===== src/rtl/smi_pkg.sv =====
// Shared encodings for the SMI receive streamer: modes, tag width, fetch states, byte order.
package smi_pkg;

    localparam logic MODE_SINGLE    = 1'b0;
    localparam logic MODE_RR        = 1'b1;
    localparam int   TAG_W          = 3;
    localparam bit   BYTE_MSB_FIRST = 1'b1;

    typedef enum logic [1:0] {
        ST_IDLE,
        ST_SEL,
        ST_WAIT,
        ST_LOAD
    } fetch_state_t;

endpackage


===== src/rtl/smi_strobe_sync.sv =====
// SMI read-strobe synchroniser with end-of-strobe (rising edge) pulse.
// Latency: pulse 3 core cycles after the pin rises.
// Backpressure: none; one pulse per strobe.
module smi_strobe_sync (
    input  logic i_clk,
    input  logic i_rst_b,
    input  logic i_strobe_n,
    output logic o_adv
);

    logic r_meta;
    logic r_sync;
    logic r_prev;
    logic r_adv;

    // Idle level of the strobe is high, so the chain resets high to avoid a false edge.
    always_ff @(posedge i_clk or negedge i_rst_b) begin
        if (!i_rst_b) begin
            r_meta <= 1'b1;
            r_sync <= 1'b1;
            r_prev <= 1'b1;
            r_adv  <= 1'b0;
        end else begin
            r_meta <= i_strobe_n;
            r_sync <= r_meta;
            r_prev <= r_sync;
            r_adv  <= r_sync & ~r_prev;
        end
    end

    assign o_adv = r_adv;

endmodule


===== src/rtl/smi_rx_stream_mux.sv =====
// Streams 32-bit FIFO words from N channels onto the 8-bit SMI bus, one byte per read strobe.
// Latency: first byte 4 cycles after enable; byte advances 4 cycles after strobe release.
// Backpressure: one word prefetched; fetch FSM stalls in LOAD while prefetch is occupied.
module smi_rx_stream_mux
    import smi_pkg::*;
#(
    parameter  int NUM_CH = 2,
    parameter  int WORD_W = 32,
    parameter  int CNT_W  = 16,
    localparam int CH_W   = (NUM_CH > 1) ? $clog2(NUM_CH) : 1
) (
    input  logic                     i_sys_clk,
    input  logic                     i_rst_b,
    input  logic                     i_enable,
    input  logic                     i_mode,
    input  logic [CH_W-1:0]          i_ch_sel,
    input  logic [NUM_CH-1:0]        i_ch_mask,
    output logic [NUM_CH-1:0]        o_fifo_pull,
    input  logic [NUM_CH*WORD_W-1:0] i_fifo_data,
    input  logic [NUM_CH-1:0]        i_fifo_empty,
    input  logic                     i_smi_soe_se,
    output logic [7:0]               o_smi_data,
    output logic                     o_smi_read_req,
    output logic [CNT_W-1:0]         o_underrun_cnt,
    output logic [CH_W-1:0]          o_active_ch
);

    localparam int NB   = WORD_W / 8;
    localparam int BC_W = $clog2(NB + 1);

    typedef struct packed {
        logic              vld;
        logic [CH_W-1:0]   ch;
        logic [WORD_W-1:0] dat;
    } pf_t;

    fetch_state_t      r_state;
    fetch_state_t      w_state_nxt;
    logic [CH_W-1:0]   r_rr_last;
    logic [CH_W-1:0]   w_rr_nxt;
    logic [CH_W-1:0]   w_rr_cand;
    logic [CH_W-1:0]   w_sel_ch;
    logic              w_sel_ok;
    logic              w_issue;
    logic [CH_W-1:0]   r_req_ch;
    logic              r_req_tag;
    logic [WORD_W-1:0] w_fifo_word;
    pf_t               r_pf;
    logic              w_pf_free;
    logic [WORD_W-1:0] r_sr;
    logic [BC_W-1:0]   r_sr_cnt;
    logic [CH_W-1:0]   r_sr_ch;
    logic              w_byte_vld;
    logic              w_sr_load;
    logic [7:0]        w_byte;
    logic [CNT_W-1:0]  r_unr;
    logic              w_adv;

    smi_strobe_sync u_strobe (
        .i_clk      (i_sys_clk),
        .i_rst_b    (i_rst_b),
        .i_strobe_n (i_smi_soe_se),
        .o_adv      (w_adv)
    );

    // Next set mask bit strictly after 'last', wrapping; returns 'last' for an empty mask.
    function automatic logic [CH_W-1:0] rr_next(input logic [CH_W-1:0]   last,
                                                input logic [NUM_CH-1:0] mask);
        logic [CH_W-1:0] res;
        logic            found;
        int              idx;
        res   = last;
        found = 1'b0;
        for (int i = 1; i <= NUM_CH; i++) begin
            idx = (int'(last) + i) % NUM_CH;
            if (!found && mask[idx]) begin
                res   = CH_W'(idx);
                found = 1'b1;
            end
        end
        return res;
    endfunction

    assign w_rr_cand = rr_next(r_rr_last, i_ch_mask);
    assign w_sel_ch  = (i_mode == MODE_SINGLE) ? i_ch_sel : w_rr_cand;
    assign w_sel_ok  = (i_mode == MODE_SINGLE) ? 1'b1 : |i_ch_mask;

    assign w_byte_vld = (r_sr_cnt != '0);
    assign w_sr_load  = r_pf.vld && (!w_byte_vld || (w_adv && r_sr_cnt == BC_W'(1)));
    assign w_pf_free  = !r_pf.vld || w_sr_load;

    always_ff @(posedge i_sys_clk or negedge i_rst_b) begin
        if (!i_rst_b) begin
            r_state   <= ST_IDLE;
            r_rr_last <= CH_W'(NUM_CH - 1);
            r_req_ch  <= '0;
            r_req_tag <= 1'b0;
        end else begin
            r_state   <= w_state_nxt;
            r_rr_last <= w_rr_nxt;
            if (w_issue) begin
                r_req_ch  <= w_sel_ch;
                r_req_tag <= (i_mode == MODE_RR);
            end
        end
    end

    always_comb begin
        w_state_nxt = r_state;
        w_rr_nxt    = r_rr_last;
        w_issue     = 1'b0;
        o_fifo_pull = '0;
        if (!i_enable) begin
            w_state_nxt = ST_IDLE;
        end else begin
            case (r_state)
                ST_IDLE: w_state_nxt = ST_SEL;
                ST_SEL: begin
                    if (w_sel_ok) begin
                        // An empty candidate still advances the pointer so the next cycle tries the next channel.
                        if (i_mode == MODE_RR)
                            w_rr_nxt = w_sel_ch;
                        if (!i_fifo_empty[w_sel_ch]) begin
                            o_fifo_pull[w_sel_ch] = 1'b1;
                            w_issue               = 1'b1;
                            w_state_nxt           = ST_WAIT;
                        end
                    end
                end
                ST_WAIT: w_state_nxt = ST_LOAD;
                ST_LOAD: begin
                    if (w_pf_free)
                        w_state_nxt = ST_SEL;
                end
                default: w_state_nxt = ST_IDLE;
            endcase
        end
    end

    // In-band channel tag overwrites the unused top bits of the first byte sent.
    always_comb begin
        w_fifo_word = i_fifo_data[r_req_ch*WORD_W +: WORD_W];
        if (r_req_tag) begin
            if (BYTE_MSB_FIRST)
                w_fifo_word[WORD_W-1 -: TAG_W] = TAG_W'(r_req_ch);
            else
                w_fifo_word[7 -: TAG_W] = TAG_W'(r_req_ch);
        end
    end

    always_ff @(posedge i_sys_clk or negedge i_rst_b) begin
        if (!i_rst_b) begin
            r_pf <= '0;
        end else if (!i_enable) begin
            r_pf <= '0;
        end else if (r_state == ST_WAIT) begin
            r_pf.vld <= 1'b1;
            r_pf.ch  <= r_req_ch;
            r_pf.dat <= w_fifo_word;
        end else if (w_sr_load) begin
            r_pf.vld <= 1'b0;
        end
    end

    always_ff @(posedge i_sys_clk or negedge i_rst_b) begin
        if (!i_rst_b) begin
            r_sr     <= '0;
            r_sr_cnt <= '0;
            r_sr_ch  <= '0;
        end else if (!i_enable) begin
            r_sr     <= '0;
            r_sr_cnt <= '0;
        end else if (w_sr_load) begin
            r_sr     <= r_pf.dat;
            r_sr_cnt <= BC_W'(NB);
            r_sr_ch  <= r_pf.ch;
        end else if (w_adv && w_byte_vld) begin
            r_sr     <= BYTE_MSB_FIRST ? (r_sr << 8) : (r_sr >> 8);
            r_sr_cnt <= r_sr_cnt - BC_W'(1);
        end
    end

    always_ff @(posedge i_sys_clk or negedge i_rst_b) begin
        if (!i_rst_b)
            r_unr <= '0;
        else if (w_adv && !w_byte_vld && (r_unr != {CNT_W{1'b1}}))
            r_unr <= r_unr + CNT_W'(1);
    end

    assign w_byte         = BYTE_MSB_FIRST ? r_sr[WORD_W-1 -: 8] : r_sr[7:0];
    assign o_smi_data     = w_byte_vld ? w_byte : 8'h00;
    assign o_smi_read_req = w_byte_vld;
    assign o_underrun_cnt = r_unr;
    assign o_active_ch    = r_sr_ch;

endmodule


===== config.mk =====
export PLATFORM = sky130hd
export DESIGN_NAME = smi_rx_stream_mux
export DESIGN_NICKNAME = d
export VERILOG_FILES = /design/src/rtl/smi_pkg.sv /design/src/rtl/smi_strobe_sync.sv /design/src/rtl/smi_rx_stream_mux.sv
export SDC_FILE = /design/constraint.sdc
export NUM_CORES = 1
export LEC_CHECK = 0
export BUFFER_PORTS_ARGS = -buffer_cell sky130_fd_sc_hd__buf_2
export CORE_MARGIN = 1
export CORE_UTILIZATION = 49
export CTS_CLUSTER_DIAMETER = 120
export DETAILED_ROUTE_END_ITERATION = 6
export PLACE_DENSITY = 0.76
export SYNTH_ARGS = -nofsm -noshare
export SYNTH_HDL_FRONTEND = slang
export SYNTH_SLANG_ARGS = --single-unit

===== constraint.sdc =====
create_clock -name i_sys_clk -period 1.76 [get_ports i_sys_clk]
set_input_delay 0.44 -clock i_sys_clk [delete_from_list [all_inputs] [get_ports i_sys_clk]]
set_output_delay 0.44 -clock i_sys_clk [all_outputs]
set_load 0.05 [all_outputs]

==> summary.md <==
| Metric | Value |
|---|---|
| HPWL after DPL | a little under 8 mm |
| Clock Root Buffer | clkbuf_8 |
| Main combinational cell family by area after synthesis | compound AO/OA/AOI/OAI gates |
| Post-synthesis sequential area ratio | 0.510 |
| WL/cell | around 17 microns |
| Setup Skew | 0.00998 ns |
| Synth Area in Adders | 0.0214 |
| Die ar. | 9920 sq um |
| Layout cells sized above 1 | 0.477 |
| Pleak | 2.98 nW |
| RSZ-0062 raised after global routing | yes |
| Mux cell area share after synthesis | 0.0871 |
| Antenna violations before repair | 0 |
| Register bit total from synthesis | 95 |
| Status | complete, but fails checks |
| Placed instance count | 683 |
| Routed WL | 12.5 mm |
| Setup violations, final | 38 |
| Final hold slack | 0.162 ns |
| Pin count of the biggest net entering global routing | 57 |
| CTS HTree Levels | 3 |
| Register-to-register setup slack | -0.15 ns |
| Most frequent cells in the layout | buf_2, dfrtp_1, buf_4 |
| Vias per cell | 5.67 |
| Most common cell after layout, fill and taps aside | buf_2 |
| Post-Syn Nets | 519 |
| Synthesized cell area | 4670 sq um |
| ANT cells | 0 |
| # rows | 35 |
| Fin. max-slew vios | 0 |
| CP endpoint kind | primary output |
| Synth Area in Simple Gates | 0.141 |
| Yosys synthesis warning count | 0 |
| Worst slew pin tran | between 0.4 and 0.5 ns |
| Average size of a mapped cell | 10.7 sq um |
| Final Util | 0.716 |
| DRT iter0 DRCs | 235 |
| CTS Sinks | 95 |
| Complex-gate fraction of the synthesized area | 0.180 |
| Worst-path clk slew | about 0.09 ns |
| P per Cell Area | 1250 nW/um^2 |
| Clock period minus final worst setup slack | around 2.2 ns |
| IO buf count | 101 |
| Clk Latency, worst-skew pair | 0.37 ns |
| CTS tree | built |
| Post-synthesis cell count | around 440 |
| Setup CP Type | flip-flop to primary output |
| Non-filler cells, final | about 720 |
| GR Overflow Total | 0 |
| Num CTS Buffers | 9 |
| Num ports | 102 |
| Starting Density | 0.505 |
| Final Hold Vio Count | 0 |
| Final nets | 670 |
| CTS Buffer Depth | 2 |
| WP data required | 1.32 ns |
| Worst-path maximum fanout | 4 |
| Fmax | 447 MHz |
| Placed cell area | approximately 5700 sq um |
| Final worst path period share | 1.27 |
| Synth-to-Final Area Change | 41.7% |
| Failing checks | negative setup slack |
| Total Power | 8.27 mW |
| Core Box Area | 9240 sq um |
| Worst EP arrival | 1.80 ns |
| First-pass GRT wire length | ~19 mm |
| Residual DRC | 0 |
| Yosys cell types | 46 |
| Tot GR Track Use | 0.252 |
| Post-route setup slack | -0.475 ns |
| Slew Limit Headroom | 0.710 |
| GP Congestion | 0.899 |
| Routed via count | 4,092 |
| Synth Area in XOR/XNOR | 0.0281 |
| Crit start category | flip-flop |
| Hold Crit Class | primary input to flip-flop |
| Die W | 99.6 microns |
| Max Cap Violations | 0 |
| Die height | ~100 microns |
| Antenna-violating nets left | 0 |
| Vias in the first global route | 3,915 |
| Final Instance Area | approximately 6600 sq um |
| VDD IR max | 0.000705 V |
| 1st-pass router iterations | 4 |
[critical path: stages, from the launching register on]
cell and delay (ns):
dfstp_2 0.60, nor2b_4 0.22, o32ai_4 0.11, nor3_4 0.17
nor2b_4 0.18, buf_6 0.16
[where the power goes]
| group | switching, mW | internal (mW) |
|---|---|---|
| Clock | 0.805 | 0.601 |
| Sequential | 0.481 | 2.71 |
| Combinational | 1.91 | 1.76 |
| Total | 3.20 | 5.07 |
[routing by layer]
metal	share of wire	track usage	vias up
met4	0.024	0.0916	0
met2	0.51	0.415	131
met5	0	0	-
met1	0.42	0.332	2036
li1	-	-	1901
met3	0.044	0.0520	24
[final timing paths]
| path | startpoint | depth (start not counted) | end |
|---|---|---|---|
| setup / recovery | r_rr_last | 5 | o_fifo_pull[0] |
| hold / removal | i_smi_soe_se | 1 | u_strobe.r_meta |
| setup reg to reg | r_sr_cnt[1] | 9 | r_sr[13] |
| hold reg to reg | u_strobe.r_meta | 0 | u_strobe.r_sync |
| max in group asynchronous | i_rst_b | 3 | u_strobe.r_meta |
| min in group asynchronous | i_rst_b | 2 | o_underrun_cnt[2] |
[synth_stat cells (all sizes together)]
cell / count / share of area
a2111oi: 2 / 0.0038
a211oi: 34 / 0.055
a21o: 1 / 0.0016
a21oi: 4 / 0.0043
a221oi: 1 / 0.0019
a22o: 8 / 0.015
a2bb2oi: 24 / 0.045
a311oi: 1 / 0.0019
a31oi: 2 / 0.0059
and2: 14 / 0.019
and3: 3 / 0.0040
buf: 7 / 0.0075
clkbuf: 20 / 0.016
clkinv: 1 / 0.00080
dfrtp: 91 / 0.49
dfstp: 4 / 0.023
ha: 8 / 0.021
inv: 9 / 0.0072
mux2: 5 / 0.012
mux2i: 35 / 0.075
nand2: 34 / 0.027
nand2b: 4 / 0.0054
nand3: 9 / 0.0096
nand4: 8 / 0.015
nor2: 37 / 0.030
nor2b: 5 / 0.0067
nor3: 5 / 0.0064
nor4: 4 / 0.0086
nor4b: 2 / 0.0051
o2111ai: 1 / 0.0019
o21ai: 31 / 0.033
o2bb2ai: 2 / 0.0038
o31a: 1 / 0.0019
o32ai: 1 / 0.0019
o41ai: 2 / 0.0038
or2: 1 / 0.0013
or4: 1 / 0.0024
xnor2: 9 / 0.017
xor2: 6 / 0.011
[sequential cells by signal, summed over array words and instances, names as in the netlist]
name             count
u_strobe.r_sync      1
r_rr_last            1
r_sr_cnt             3
r_state              2
r_req_ch             1
o_active_ch          1
u_strobe.r_prev      1
u_strobe.r_meta      1
u_strobe.o_adv       1
o_underrun_cnt      16
r_req_tag            1
r_sr                32
r_pf                34
[what timing repair did]
action / 4_1_cts / 5_1_grt
endpoints found under the hold margin: 18 / 0
hold buffers: 1 / 0
setup endpoints to repair: 21 / 53
gates cloned: 3 / 3
resized for setup: 49 / 61
buffers inserted: 12 / 6
pin swaps: 8 / 26
[layout make-up]
type	instances	area (sq um)
Clock buffer	11	151
Tap cell	129	161
Clock inverter	5	41.3
Timing Repair Buffer	167	1270
Sequential cell	95	2400
Multi-Input combinational cell	305	2550
Inverter	10	37.5
Fill cell	607	2630
[cells by family (layout without fill, tap and decap cells)]
kind of cell    Yosys count  count (layout)
compound gates          115             115
xor+xnor                 15              15
fa+ha+maj                 8               8
buf+inv                  37             193
flops                    95              95
mux                      40              40
simple gates            127             127
[stage by stage]
| stage | TNS, ns | worst slack [ns] |
|---|---|---|
| 2_1_floorplan | -0.0209 | -0.0209 |
| 3_3_place_gp | -0.331 | -0.169 |
| 3_5_place_dp | -1.33 | -0.265 |
| 4_1_cts | -2.06 | -0.429 |
| 5_1_grt | -6.43 | -0.524 |
| 6_report | -4.28 | -0.475 |
Power figures use the tool's default switching activity.
